`src/rtl/fetch_stage.sv`:
```
// Instruction-fetch stage: owns the PC, keeps one instruction-memory request open at a time,
// and feeds {instr, incPC, valid} to IF/ID. It takes redirects from execute and stops fetching after HALT.
module fetch_stage #(
  parameter logic [15:0] RESET_PC  = 16'h0000,
  parameter logic [15:0] NOP_INSTR = 16'h0800,
  parameter logic [4:0]  HALT_OPC  = 5'b00000
) (
  input  logic        clk,
  input  logic        rst,
  input  logic        redirect,
  input  logic [15:0] newPC,
  input  logic        stall,
  output logic        imem_req,
  output logic [15:0] imem_addr,
  input  logic [15:0] imem_rdata,
  input  logic        imem_ready,
  output logic [15:0] instr_out,
  output logic [15:0] incPC_out,
  output logic        valid_out,
  output logic        halted
);

  typedef enum logic [1:0] {
    FETCH,
    DROP,
    HALTED
  } state_t;

  state_t      state;
  logic [15:0] pc;
  logic [15:0] drop_addr;
  logic [15:0] pc_plus2;
  logic        req_open;

  assign pc_plus2 = pc + 16'd2;

  always_comb begin
    req_open = 1'b0;
    case (state)
      FETCH:   req_open = ~stall;
      DROP:    req_open = 1'b1;
      default: req_open = 1'b0;
    endcase
  end

  // Reset pulls the strobe down at once, so the memory can abandon a request in flight.
  assign imem_req  = req_open & ~rst;
  assign imem_addr = (state == DROP) ? drop_addr : pc;

  always_ff @(posedge clk or posedge rst) begin
    if (rst) begin
      state     <= FETCH;
      pc        <= RESET_PC;
      drop_addr <= RESET_PC;
      instr_out <= NOP_INSTR;
      incPC_out <= 16'h0000;
      valid_out <= 1'b0;
      halted    <= 1'b0;
    end else if (redirect) begin
      pc        <= newPC & 16'hFFFE;
      valid_out <= 1'b0;
      instr_out <= NOP_INSTR;
      halted    <= 1'b0;
      // An unanswered request still has to drain at its old address before a new one goes out.
      if (req_open && !imem_ready) begin
        state     <= DROP;
        drop_addr <= imem_addr;
      end else begin
        state <= FETCH;
      end
    end else begin
      case (state)
        FETCH: begin
          if (!stall) begin
            if (imem_ready) begin
              instr_out <= imem_rdata;
              incPC_out <= pc_plus2;
              valid_out <= 1'b1;
              pc        <= pc_plus2;
              if (imem_rdata[15:11] == HALT_OPC) begin
                state  <= HALTED;
                halted <= 1'b1;
              end
            end else begin
              valid_out <= 1'b0;
              instr_out <= NOP_INSTR;
            end
          end
        end
        DROP: begin
          if (imem_ready) state <= FETCH;
        end
        HALTED: begin
          if (!stall) begin
            valid_out <= 1'b0;
            instr_out <= NOP_INSTR;
          end
        end
        default: state <= FETCH;
      endcase
    end
  end

endmodule
```
`config.mk`:
```
export PLATFORM = sky130hd
export DESIGN_NAME = fetch_stage
export DESIGN_NICKNAME = d
export VERILOG_FILES = /design/src/rtl/fetch_stage.sv
export SDC_FILE = /design/constraint.sdc
export NUM_CORES = 1
export LEC_CHECK = 0
export ABC_CLOCK_PERIOD_IN_PS = 2100
export CAP_MARGIN = 25
export CORE_MARGIN = 2
export CORE_UTILIZATION = 43
export CTS_BUF_LIST = sky130_fd_sc_hd__clkbuf_4 sky130_fd_sc_hd__clkbuf_8 sky130_fd_sc_hd__clkbuf_16
export DETAILED_ROUTE_END_ITERATION = 12
export MAX_ROUTING_LAYER = met4
export PLACE_DENSITY = 0.76
export SLEW_MARGIN = 20
export SYNTH_ARGS = -nofsm -noshare
export SYNTH_HDL_FRONTEND = slang
export SYNTH_SLANG_ARGS = --single-unit
export TNS_END_PERCENT = 5
```
`constraint.sdc`:
```
create_clock -name clk -period 2.1 [get_ports clk]
set_input_delay 0.21 -clock clk [delete_from_list [all_inputs] [get_ports clk]]
set_output_delay 0.21 -clock clk [all_outputs]
set_load 0.005 [all_outputs]
```
==> results by group <==
Status
  – Outcome: finished clean

Routing
  – Via count: 2,554
  – Antenna-violating nets left: 0
  – Final WL: 7.647 mm
  – Total iterations of the first detailed-routing run: 4
  – Post-DR wirelength/cell: 15.45 microns
  – DRT iter0 DRCs: 186
  – Via/cell ratio: 5.160
  – DRC: 0

Floorplan
  – Core Box Area: 7214 sq um
  – Die W: 90.02 microns
  – Die height: 90.02 microns
  – Row count: 31
  – Num ports: 88
  – Initial Utilization: 44.10%
  – DIE AREA: 8104 sq um

Clock tree
  – TritonCTS clock tree: yes
  – Max H-tree Level: 3
  – TritonCTS Sinks: 66
  – Hold Buf Count CTS: 0
  – CTS Buf Count: 9
  – Clock-pin slew on the worst setup and hold paths: 0.07 ns
  – Root Buffer: clkbuf_8
  – CTS max path bufs: 2
  – Worst-Skew Late Latency: 0.35 ns

Pwr
  – Tot Pwr: around 3.5 mW
  – Leakage: 1.977 nW
  – Power density over cell area: roughly 780 nW/um^2
  – Worst vdd ir: 0.4165 mV

Placed design
  – HPWL Detailed: 5.386 mm
  – IO Port Bufs: 85
  – Placed insts: roughly 480
  – Post-place instance area: 4219 sq um
  – Gpl congestion: a little under 0.9

Timing
  – Post-Route Setup TNS: 0 ns
  – RSZ-0062 raised after global routing: false
  – Final Cycle Share: 95.38%
  – Worst slew margin: a little over half
  – Max Transition Viols Final: 0
  – Final Hold Viols: 0
  – Layout Skew: 0.006061 ns
  – Fmax: around 500 MHz
  – Setup violators final: 0
  – Minimum clock period: 2.003 ns
  – Worst Tran Pin Value: 0.6769 ns

Cells and area
  – Final Non-Filler Cells: 495
  – Antenna diode count: 0
  – Share of layout cells above drive strength 1: 17.93%
  – Area Growth Syn to Fin: 41.33%
  – Fin nets: 429
  – Post-route cell area: ~4500 sq um
  – # fillers: 583

Yosys
  – Adder-cell share of the synthesized area: less than 1%
  – Synth Net Count: ~340
  – Avg Inst Size Synth: 10.68 sq um
  – Largest family of logic cells by synthesized area: simple AND/OR/NAND/NOR gates
  – Complex-gate fraction of the synthesized area: 10.81%
  – Dominant synthesized flop cell: dfrtp_1
  – Syn Inst Count: 298
  – Seq/Total Area, Yosys: 51.95%
  – Synth Cell Area: ~3200 sq um
  – EDFF count, synth: 0
  – Register bit total from synthesis: 66
  – Mux share of post-synthesis cell area: a little over a tenth
  – Post-Synth Simple-Gate Area: approximately 16%
  – Yosys cell types: ~40
  – Ys async rst share: 100.0%
  – Synth Area in XOR/XNOR: 6.331%
  – Synth Warn #: 0

Critical path
  – CP max FO: 9
  – Crit path DAT: approximately 1.8 ns
  – WS Path Type: flop to output port
  – CP startpoint kind: flop
  – Critical Path Sink Type: output port
  – CP required: 1.89 ns

Global routing
  – First-pass GRT wire length: 12.94 mm
  – GRT overflow: 0
  – Initial antenna violation count: 0
  – Vias in the first global route: roughly 2,600
  – GR Util All Layers: 20.40%
  – Largest net degree at the start of global routing: 42

Run
  – MaxCap Viol Count: 0

Min path
  – Worst hold path class: input port to asynchronous set/reset pin
==> sequential cells by signal, indices dropped and copies added (netlist names) <==
| name | flops |
|---|---|
| drop_addr | 16 |
| halted | 1 |
| pc | 15 |
| incPC_out | 15 |
| valid_out | 1 |
| state | 2 |
| instr_out | 16 |
==> placed cells by master (no fill, tap or decap), drive strengths merged, types with 4 or more instances in the layout <==
cell type      Yosys  layout
nor4               8       8
dlymetal6s2s       0      12
nand3              8       8
xor2               6       6
xnor2             17      17
buf                5      19
a22o              15      15
mux2              28      28
nand4              5       5
o21ai             27      27
clkbuf            18      12
nand2             40      40
dfrtp             65      65
nor3               7       7
nor2              12      12
inv                4       4
clkdlybuf4s50      0      70
==> per-layer routing <==
metal | share of wire (%) | track usage [%] | up-vias
li1 | - | - | 1232
met1 | 46 | 27.12 | 1241
met2 | 47 | 30.89 | 63
met3 | 3.9 | 3.018 | 18
met4 | 2.7 | 9.872 | 0
met5 | 0 | - | -
==> synthesized netlist by cell type (2+ instances only) <==
library cell   n  share of area (%)
xnor2_1       17                4.7
inv_1          4               0.47
buf_4          2               0.47
nand2_1       40                4.7
mux2_2        28                9.9
nand4_1        5               0.98
a22o_1        15                4.1
and4_1         3               0.83
o21ai_0       26                4.1
nor2_1        12                1.4
nor3_1         7                1.1
nand3_1        8                1.3
nand2b_1       2               0.39
a22oi_1        2               0.47
nor3b_1        2               0.47
nor4b_2        2               0.94
clkbuf_1      18                2.1
dfrtp_1       65                 51
nor2b_1        3               0.59
mux2i_1        3               0.94
nor4_1         7                1.4
xor2_1         6                1.7
buf_2          3               0.47
==> power breakdown <==
group | internal (mW) | switching [mW] | total, mW
combinational | 0.489 | 0.297 | 0.786
sequential | 1.47 | 0.146 | 1.61
clock | 0.606 | 0.485 | 1.09
==> worst paths after layout <==
check	end	startpoint	slack (ns)	cells past startpoint
min	drop_addr[1]	rst	0.29	3
min reg2reg	incPC_out[15]	incPC_out[15]	0.48	2
max	imem_addr[5]	state[1]	0.1	5
max reg2reg	pc[13]	state[1]	0.15	5
min in group clk	pc[10]	newPC[10]	0.41	3
max in group asynchronous	instr_out[11]	rst	1.36	3
==> metrics by stage <==
stage                     setup WS, ns  util, %  hold WS [ns]
final                          0.09712    62.33        0.2886
after global routing           0.01457    62.33        0.3374
after CTS                    0.0002665    61.34        0.3018
after detailed placement      -0.06993    58.48        0.4707
after global placement        -0.05109    58.48        0.4621
after floorplan                 0.1578        -        0.3310
==> critical path, stage by stage, from the launching register on <==
cell,delay (ns)
dfrtp_1,0.42
nor2b_4,0.19
clkbuf_16,0.18
buf_4,0.11
mux2_2,0.34
clkdlybuf4s15_1,0.21
==> final cells by class <==
type	instances	area, sq um	share of cell area, %
Inverter	4	15.01	0.3339
Clock inverter	5	52.55	1.169
Sequential cell	66	1653	36.76
Timing Repair Buffer	105	1071	23.82
Clock buffer	11	151.4	3.367
Multi-Input combinational cell	205	1430	31.80
Tap cell	99	123.9	2.755
==> repair_timing <==
action,4_1_cts,5_1_grt
gates cloned,0,1
gates resized for setup,6,14
setup buffers,0,1
setup endpoints to repair,14,12
==> kinds of logic (layout without fill, tap and decap cells) <==
kind of cell / after synthesis / after routing
xor+xnor: 23 / 23
fa+ha+maj: 1 / 1
compound gates: 52 / 52
simple gates: 97 / 97
buf+inv: 27 / 125
other cells: 1 / 1
flops: 66 / 66
mux: 31 / 31
Power figures use the tool's default switching activity.
